===== src/rtl/dp_ram_arbiter.sv =====
// dp_ram_arbiter: round-robin sharing of one RAM write port and one RAM read
// port between two clients. Read data returns one cycle after the read grant,
// routed to the granted client. A read and a write to the same address granted
// in the same cycle return the newly written data.
//
// Handshake: a client raises req with stable addr/data and holds them until
// gnt. A transfer happens in any cycle where req && gnt; gnt is combinational
// from req, the priority pointer and rst_in. Dropping req before gnt abandons
// the request with no side effect. Read responses carry no ready: cN_rd_valid
// is a one-cycle pulse exactly one cycle after the matching cN_rd_gnt.
module dp_ram_arbiter #(
    parameter int addr_width = 8,
    parameter int data_width = 32
) (
    input  logic                  clk_in,
    input  logic                  rst_in,
    input  logic                  c0_wr_req,
    input  logic [addr_width-1:0] c0_wr_addr,
    input  logic [data_width-1:0] c0_wr_data,
    output logic                  c0_wr_gnt,
    input  logic                  c0_rd_req,
    input  logic [addr_width-1:0] c0_rd_addr,
    output logic                  c0_rd_gnt,
    output logic                  c0_rd_valid,
    output logic [data_width-1:0] c0_rd_data,
    input  logic                  c1_wr_req,
    input  logic [addr_width-1:0] c1_wr_addr,
    input  logic [data_width-1:0] c1_wr_data,
    output logic                  c1_wr_gnt,
    input  logic                  c1_rd_req,
    input  logic [addr_width-1:0] c1_rd_addr,
    output logic                  c1_rd_gnt,
    output logic                  c1_rd_valid,
    output logic [data_width-1:0] c1_rd_data,
    output logic                  ram_wr_en,
    output logic [addr_width-1:0] ram_wr_addr,
    output logic [data_width-1:0] ram_data_in,
    output logic                  ram_rd_en,
    output logic [addr_width-1:0] ram_rd_addr,
    input  logic [data_width-1:0] ram_data_out
);

    // Priority pointers: 0 favours client 0, 1 favours client 1.
    logic                  wr_pri_q, wr_pri_d;
    logic                  rd_pri_q, rd_pri_d;
    // Single in-flight read response.
    logic                  rsp_vld_q, rsp_vld_d;
    logic                  rsp_id_q, rsp_id_d;
    logic                  fwd_q, fwd_d;
    logic [data_width-1:0] fwd_data_q, fwd_data_d;
    logic [data_width-1:0] rsp_data;

    // Grant decision per port: a lone requester wins, a tie goes to the pointer.
    always_comb begin
        c0_wr_gnt = 1'b0;
        c1_wr_gnt = 1'b0;
        c0_rd_gnt = 1'b0;
        c1_rd_gnt = 1'b0;
        if (!rst_in) begin
            c0_wr_gnt = c0_wr_req && (!c1_wr_req || !wr_pri_q);
            c1_wr_gnt = c1_wr_req && (!c0_wr_req ||  wr_pri_q);
            c0_rd_gnt = c0_rd_req && (!c1_rd_req || !rd_pri_q);
            c1_rd_gnt = c1_rd_req && (!c0_rd_req ||  rd_pri_q);
        end
    end

    // RAM pin drive: mux the granted client's address/data, zero when idle.
    always_comb begin
        ram_wr_en   = c0_wr_gnt | c1_wr_gnt;
        ram_wr_addr = '0;
        ram_data_in = '0;
        ram_rd_en   = c0_rd_gnt | c1_rd_gnt;
        ram_rd_addr = '0;
        if (c0_wr_gnt) begin
            ram_wr_addr = c0_wr_addr;
            ram_data_in = c0_wr_data;
        end else if (c1_wr_gnt) begin
            ram_wr_addr = c1_wr_addr;
            ram_data_in = c1_wr_data;
        end
        if (c0_rd_gnt) begin
            ram_rd_addr = c0_rd_addr;
        end else if (c1_rd_gnt) begin
            ram_rd_addr = c1_rd_addr;
        end
    end

    // Next state: pointers move away from the granted client; response
    // tracking captures this cycle's read grant and any same-address write.
    always_comb begin
        wr_pri_d   = wr_pri_q;
        rd_pri_d   = rd_pri_q;
        if (c0_wr_gnt) begin
            wr_pri_d = 1'b1;
        end else if (c1_wr_gnt) begin
            wr_pri_d = 1'b0;
        end
        if (c0_rd_gnt) begin
            rd_pri_d = 1'b1;
        end else if (c1_rd_gnt) begin
            rd_pri_d = 1'b0;
        end
        rsp_vld_d  = ram_rd_en;
        rsp_id_d   = c1_rd_gnt;
        // The RAM returns old data on a same-cycle collision, so keep the
        // write data to present write-first behaviour.
        fwd_d      = ram_rd_en && ram_wr_en && (ram_rd_addr == ram_wr_addr);
        fwd_data_d = fwd_d ? ram_data_in : fwd_data_q;
    end

    // State registers with synchronous reset.
    always_ff @(posedge clk_in) begin
        if (rst_in) begin
            wr_pri_q   <= 1'b0;
            rd_pri_q   <= 1'b0;
            rsp_vld_q  <= 1'b0;
            rsp_id_q   <= 1'b0;
            fwd_q      <= 1'b0;
            fwd_data_q <= '0;
        end else begin
            wr_pri_q   <= wr_pri_d;
            rd_pri_q   <= rd_pri_d;
            rsp_vld_q  <= rsp_vld_d;
            rsp_id_q   <= rsp_id_d;
            fwd_q      <= fwd_d;
            fwd_data_q <= fwd_data_d;
        end
    end

    // Response routing to the client that owned the read grant.
    always_comb begin
        rsp_data    = fwd_q ? fwd_data_q : ram_data_out;
        c0_rd_valid = rsp_vld_q && !rsp_id_q;
        c1_rd_valid = rsp_vld_q &&  rsp_id_q;
        c0_rd_data  = c0_rd_valid ? rsp_data : '0;
        c1_rd_data  = c1_rd_valid ? rsp_data : '0;
    end

endmodule

===== config.mk =====
export PLATFORM = sky130hd
export DESIGN_NAME = dp_ram_arbiter
export DESIGN_NICKNAME = d
export VERILOG_FILES = /design/src/rtl/dp_ram_arbiter.sv
export SDC_FILE = /design/constraint.sdc
export NUM_CORES = 1
export LEC_CHECK = 0
export BUFFER_PORTS_ARGS = -buffer_cell sky130_fd_sc_hd__buf_2
export CAP_MARGIN = 20
export CORE_MARGIN = 2
export CORE_UTILIZATION = 30
export DETAILED_ROUTE_END_ITERATION = 12
export GPL_ROUTABILITY_DRIVEN = 0
export PLACE_DENSITY_LB_ADDON = 0.08
export SLEW_MARGIN = 10
export SYNTH_ARGS = -nofsm -noshare
export SYNTH_HDL_FRONTEND = slang
export SYNTH_SLANG_ARGS = --single-unit

===== constraint.sdc =====
create_clock -name clk_in -period 3 [get_ports clk_in]
set_input_delay 0.3 -clock clk_in [delete_from_list [all_inputs] [get_ports clk_in]]
set_output_delay 0.3 -clock clk_in [all_outputs]
set_load 0.005 [all_outputs]

# [Word-level counts from Yosys, hierarchy flattened]
# Cells that the tools add are included.
[word_totals] out_inout_bits=120 latch_bits=0 n_memories=0 word_cells=47 ram_bits=0 input_bits=134 mem_bits_ro=0 ff_bits=37
[classes] eq_ne=1 reduce_logical=21 bitwise=2 n_div=0 multipliers=0 n_lt_le_gt_ge=0 muxes=17 addsub=0 n_shift=0
[ops] operator="32-bit two-way mux" count=5
[ops] operator="8-bit two-way mux" count=4
[ops] operator="8-bit == test" count=1
[ops] operator="1-bit logical AND" count=8
[ops] operator="1-bit two-way mux" count=8
[ops] operator="1-bit logical NOT" count=7
[ops] operator="1-bit logical OR" count=4
[ops] operator="2-bit nonzero test" count=2
[ops] operator="1-bit bitwise OR" count=2

# [Depth between registers and ports, before layout]
[depth] ltp_word=8 mapped_depth=8 ltp_nobuf=6

# [Worst setup path before layout]
# No wires, ideal clock.
[synth_timing] kind="input-to-reg" from="input port c0_rd_req" to="register fwd_data_q[0]" arrival_time_ns=2.174 path_slack_ns=0.705 setup_time_ns=0.121 required_ns=2.879 cell_stages=8 cell_sequence="nor2b_1 > buf_6 > o32ai_1 > or3_1 > nand4b_4 > nor4_4 > buf_6 > mux2_4"
[synth_between] elab_chain_cells=8 elab_cells_between_ends=12 cone_classes="1 x eq/ne; 4 x mux; 1 x bitwise; 6 x reduce/logical"
[synth_lines] element="from (decl)" line="21" rtl="input logic c0_rd_req,"
[synth_lines] element="1-bit logical NOT" line="63" rtl="c1_rd_gnt = c1_rd_req && (!c0_rd_req || rd_pri_q);"
[synth_lines] element="1-bit logical OR" line="63"
[synth_lines] element="1-bit logical AND" line="63"
[synth_lines] element="1-bit two-way mux" line="59" rtl="if (!rst_in) begin"
[synth_lines] element="8-bit two-way mux" line="83" rtl="end else if (c1_rd_gnt) begin"
[synth_lines] element="8-bit two-way mux (*)" line="81" rtl="if (c0_rd_gnt) begin"
[synth_lines] element="via ram_rd_addr[0]" line="39" rtl="output logic [addr_width-1:0] ram_rd_addr,"
[synth_lines] element="8-bit == test (*)" line="107" rtl="fwd_d = ram_rd_en && ram_wr_en && (ram_rd_addr == ram_wr_addr);"
[synth_lines] element="1-bit logical AND (*)" line="107"
[synth_lines] element="to (signal assigned)" line="126" rtl="fwd_data_q <= fwd_data_d;"
[synth_lines] element="to (decl)" line="50" rtl="logic [data_width-1:0] fwd_data_q, fwd_data_d;"
# Mark *: on every way through the listed nets, which the timed path passes. The rest lies on a longest branch.
# A chain may end at the register's enable or synchronous reset.

# [Final worst setup path]
[layout_timing] from="register wr_pri_q" to="output port ram_data_in[2]"
[layout_between] elab_chain_cells=5 elab_cells_between_ends=9 cone_classes="4 x mux; 5 x reduce/logical"
[layout_lines] element="from (decl)" line="44" rtl="logic wr_pri_q, wr_pri_d;"
[layout_lines] element="from (signal assigned)" line="121" rtl="wr_pri_q <= wr_pri_d;"
[layout_lines] element="1-bit logical OR / 1-bit logical NOT (equally long branches)" line="61, 60"
[layout_lines] element="1-bit logical AND / 1-bit logical OR (equally long branches)" line="61, 60"
[layout_lines] element="1-bit two-way mux / 1-bit logical AND (equally long branches)" line="59, 60"
[layout_lines] element="32-bit two-way mux / 1-bit two-way mux (equally long branches)" line="77, 59"
[layout_lines] element="32-bit two-way mux (*)" line="74" rtl="if (c0_wr_gnt) begin"
[layout_lines] element="to (decl)" line="37" rtl="output logic [data_width-1:0] ram_data_in,"
# Every way passes the cells marked *; elsewhere a longest branch is shown, timed or not.

==> metrics.md <==
| Metric | Value |
|---|---|
| Area used by sequential logic in the layout | around 740 um2 |
| Total CTS buffers | 5 |
| Endpoint class of the critical path | output port |
| Ant. Diodes | 0 |
| Highest attainable clock frequency | between 0.3 and 0.4 GHz |
| Clock slew at reported path FFs | around 0.080 ns |
| Headroom to the max-slew limit | roughly 40% |
| CTS tree | done |
| R2R Path Start | rd_pri_q |
| Number of endpoints failing setup at the final stage | 0 |
| Setup CP Type | reg -> out |
| Largest fanout on the critical path | 19 |
| Area growth syn-to-layout | 50.38% |
| Worst hold slack | 0.2979 ns |
| Pin count of the biggest net entering global routing | 47 |
| Complex-gate fraction of the synthesized area | 16.96% |
| Origin of the worst min-delay path | c0_rd_req |
| Input/output buffers | between 200 and 300 |
| Unrepaired setup endpoints after global routing | no |
| FFs w/ async S/R, synth | 0% |
| Max_cap viols | 0 |
| Final Instance Count excl. Fillers | roughly 720 |
| Yosys warning count | 0 |
| Top-Level Pins | roughly 250 |
| Number of endpoints with negative hold slack in the final report | 0 |
| Post-synth EDFFs | 0 |
| Worst-case reg-to-reg path depth | 7 |
| Worst Hold Class | in -> reg |
| Critical path startpoint | wr_pri_q |
| Outcome | complete, no violations |
| Net Count, Synth | roughly 480 |
| Post-synthesis mux area share | roughly a quarter |
| Dominant combinational cell family by area after synthesis | multiplexers |
| Final #Nets | roughly 720 |
| Syn Inst Count | approximately 350 |
| Instance area after placement | roughly 0.0043 mm2 |
| Final wirelength | ~10 mm |
| Core Area | slightly below 0.01 mm2 |
| Number of library cell types mapped by synthesis | 31 |
| Total global routing overflow | 0 |
| Required time reported for the critical path endpoint | ~2.7 ns |
| DRC violation total after the first TritonRoute iteration | 129 |
| Multi-input logic area | about 0.0021 mm2 |
| H-Tree Level Count | 2 |
| Number of vias after detailed routing | 3368 |
| Maximum buffer depth of the clock tree | 2 |
| Average cell area after synthesis | 8.543 um2 |
| CTS Sinks | 37 |
| Number of antenna violations at the first check in global routing | 0 |
| Max IR drop VDD | roughly 0.00016 V |
| Total instance count after detailed placement | 710 |
| Buffers inserted during post-CTS setup optimization | 0 |
| Number of fill cells | roughly 1000 |
| Lkg Pwr | 2.305 nW |
| Synth Area in Simple Gates | ~25% |
| Dominant register cell in the synthesized netlist | sky130_fd_sc_hd__dfxtp_1 |
| Number of nets with antenna violations after routing | 0 |
| Wire length of the first global-routing pass | 16.11 mm |
| Data arrival time of the worst path | 2.43 ns |
| Floorplan row count | 36 |
| Power per cell area | 326.4 mW/mm2 |
| Dpl hpwl | approximately 8.3 mm |
| Quantity of hold-fixing buffers added after cts | 0 |
| Pin slew with the least headroom to its limit | 0.8835 ns |
| Die area | about 0.011 mm2 |
| Total iterations of the first detailed-routing run | 4 |
| DIE HEIGHT | roughly 100 um |
| Clk_lat worst skew | roughly 0.29 ns |
| Post-layout instance area | 0.004471 mm2 |
| Nature of the critical path startpoint | register |
| Setup TNS Final | 0 ns |
| Initial core utilization | between 30 and 40% |
| Number of global-route vias before repair | about 3200 |
| Post-synthesis share of cell area spent on full adders, half adders and majority gates | 0% |
| GRT Total Usage | between 10% and 20% |
| Detail-routed via count per cell | ~4.7 |
| DR DRC count | 0 |
| Detail-routed net length per standard cell | about 14 um |
| Max Slew Vio Count | 0 |
| Ratio of final minimum period to clock period | between 90% and 100% |
| Synthesized-area fraction occupied by xor and xnor cells | 0.2946% |
| Instance count along the most critical hold path | 3 |
| Clock tree root buffer cell | sky130_fd_sc_hd__clkbuf_8 |
| Synthesis-stage register bit count | 37 |
| Share of post-route cells with drive strength above 1 | between 50% and 60% |
| Chip Width | 103.5 um |
| Number of gates resized after cts | 0 |
| Netlist area before placement | approximately 0.0030 mm2 |
| Sum of internal, switching and leakage power | around 1.5 mW |
| Clk_skew | 0.01146 ns |
| Sequential fraction of the synthesis area | about 25% |
| Min Clock Period, post-route | approximately 2.7 ns |
## per-stage QoR
| step | setup WS [ns] | util, % |
|---|---|---|
| after floorplan | 0.7050 | - |
| after global placement | 0.2507 | 44.74 |
| after detailed placement | 0.2209 | 44.74 |
| after CTS | 0.2412 | 46.16 |
| after global routing | 0.1209 | 46.16 |
| final | 0.2725 | 46.16 |
## cell type report
type	count	area share, %
inverters	4	0.3359
clock buffers	5	1.539
repair buffers	262	30.11
well taps	133	3.722
flip-flops and latches	37	16.60
clock inverters	3	1.539
multi-input cells	274	46.15
## worst max-delay path: stages, from the launching register on
cell and delay [ns]:
sky130_fd_sc_hd__dfxtp_1 0.35, sky130_fd_sc_hd__a21boi_2 0.36, sky130_fd_sc_hd__nor2b_2 0.68, sky130_fd_sc_hd__buf_4 0.37
sky130_fd_sc_hd__a22o_1 0.23, sky130_fd_sc_hd__buf_2 0.13
## cells by family (layout without fill, tap and decap cells)
logic type	Yosys count	count (layout)
buffers and inverters	37	274
multiplexers	64	64
flip-flops	37	37
AO/OA/AOI/OAI	59	59
XOR/XNOR	1	1
AND/OR/NAND/NOR	150	150
## power breakdown
group          internal [mW]  total, mW  switching [mW]
clock                  0.335      0.527           0.192
combinational          0.211      0.421           0.210
sequential             0.501      0.511          0.0106
## sequential cells by signal, indices dropped and copies added, names as in the netlist
register / flops
rsp_id_q: 1
wr_pri_q: 1
rsp_vld_q: 1
rd_pri_q: 1
fwd_data_q: 32
fwd_q: 1
## cell usage in the layout (no fill, tap or decap), types with 2 or more instances in the layout
| cell type | count |
|---|---|
| sky130_fd_sc_hd__a22o_1 | 32 |
| sky130_fd_sc_hd__a32oi_1 | 8 |
| sky130_fd_sc_hd__buf_2 | 253 |
| sky130_fd_sc_hd__buf_4 | 8 |
| sky130_fd_sc_hd__bufinv_16 | 2 |
| sky130_fd_sc_hd__clkbuf_8 | 5 |
| sky130_fd_sc_hd__dfxtp_1 | 36 |
| sky130_fd_sc_hd__inv_1 | 3 |
| sky130_fd_sc_hd__mux2_2 | 3 |
| sky130_fd_sc_hd__mux2_4 | 29 |
| sky130_fd_sc_hd__mux2i_1 | 32 |
| sky130_fd_sc_hd__nand2_1 | 3 |
| sky130_fd_sc_hd__nand2b_1 | 16 |
| sky130_fd_sc_hd__nand4b_1 | 2 |
| sky130_fd_sc_hd__nor2_1 | 81 |
| sky130_fd_sc_hd__nor2b_1 | 33 |
| sky130_fd_sc_hd__nor3_1 | 6 |
| sky130_fd_sc_hd__o21ai_0 | 7 |
| sky130_fd_sc_hd__o32ai_1 | 5 |
| sky130_fd_sc_hd__o32ai_2 | 2 |
| sky130_fd_sc_hd__or3_1 | 4 |
## per-layer routing
layer | up-vias | part of all wire (%) | track usage, %
li1 | 1704 | - | -
met1 | 1509 | 41 | 21.21
met2 | 146 | 51 | 34.20
met3 | 9 | 6.8 | 3.587
met4 | 0 | 1.2 | 4.440
met5 | - | 0 | 0
## synthesized netlist by cell type (all sizes together), types with 3 or more instances
cell,instances,area share (%)
o32ai,7,2.6
buf,13,2.8
mux2i,32,11
nand2b,16,3.4
nor2,82,10
nand2,3,0.38
a32oi,8,2.4
nor2b,34,7.2
clkbuf,20,2.5
or3,4,0.84
inv,4,0.50
nand4b,3,1.4
dfxtp,37,25
a22o,32,9.4
nor3,6,1.0
mux2,32,16
o21ai,7,1.2
## path summary, 6_finish.rpt
check                        end  slack, ns
setup / recovery  ram_data_in[2]       0.27
setup reg to reg  fwd_data_q[27]       0.32
hold reg to reg         wr_pri_q       0.51
hold / removal         rsp_vld_q       0.30
No activity file was read; power rests on OpenSTA's default activity.
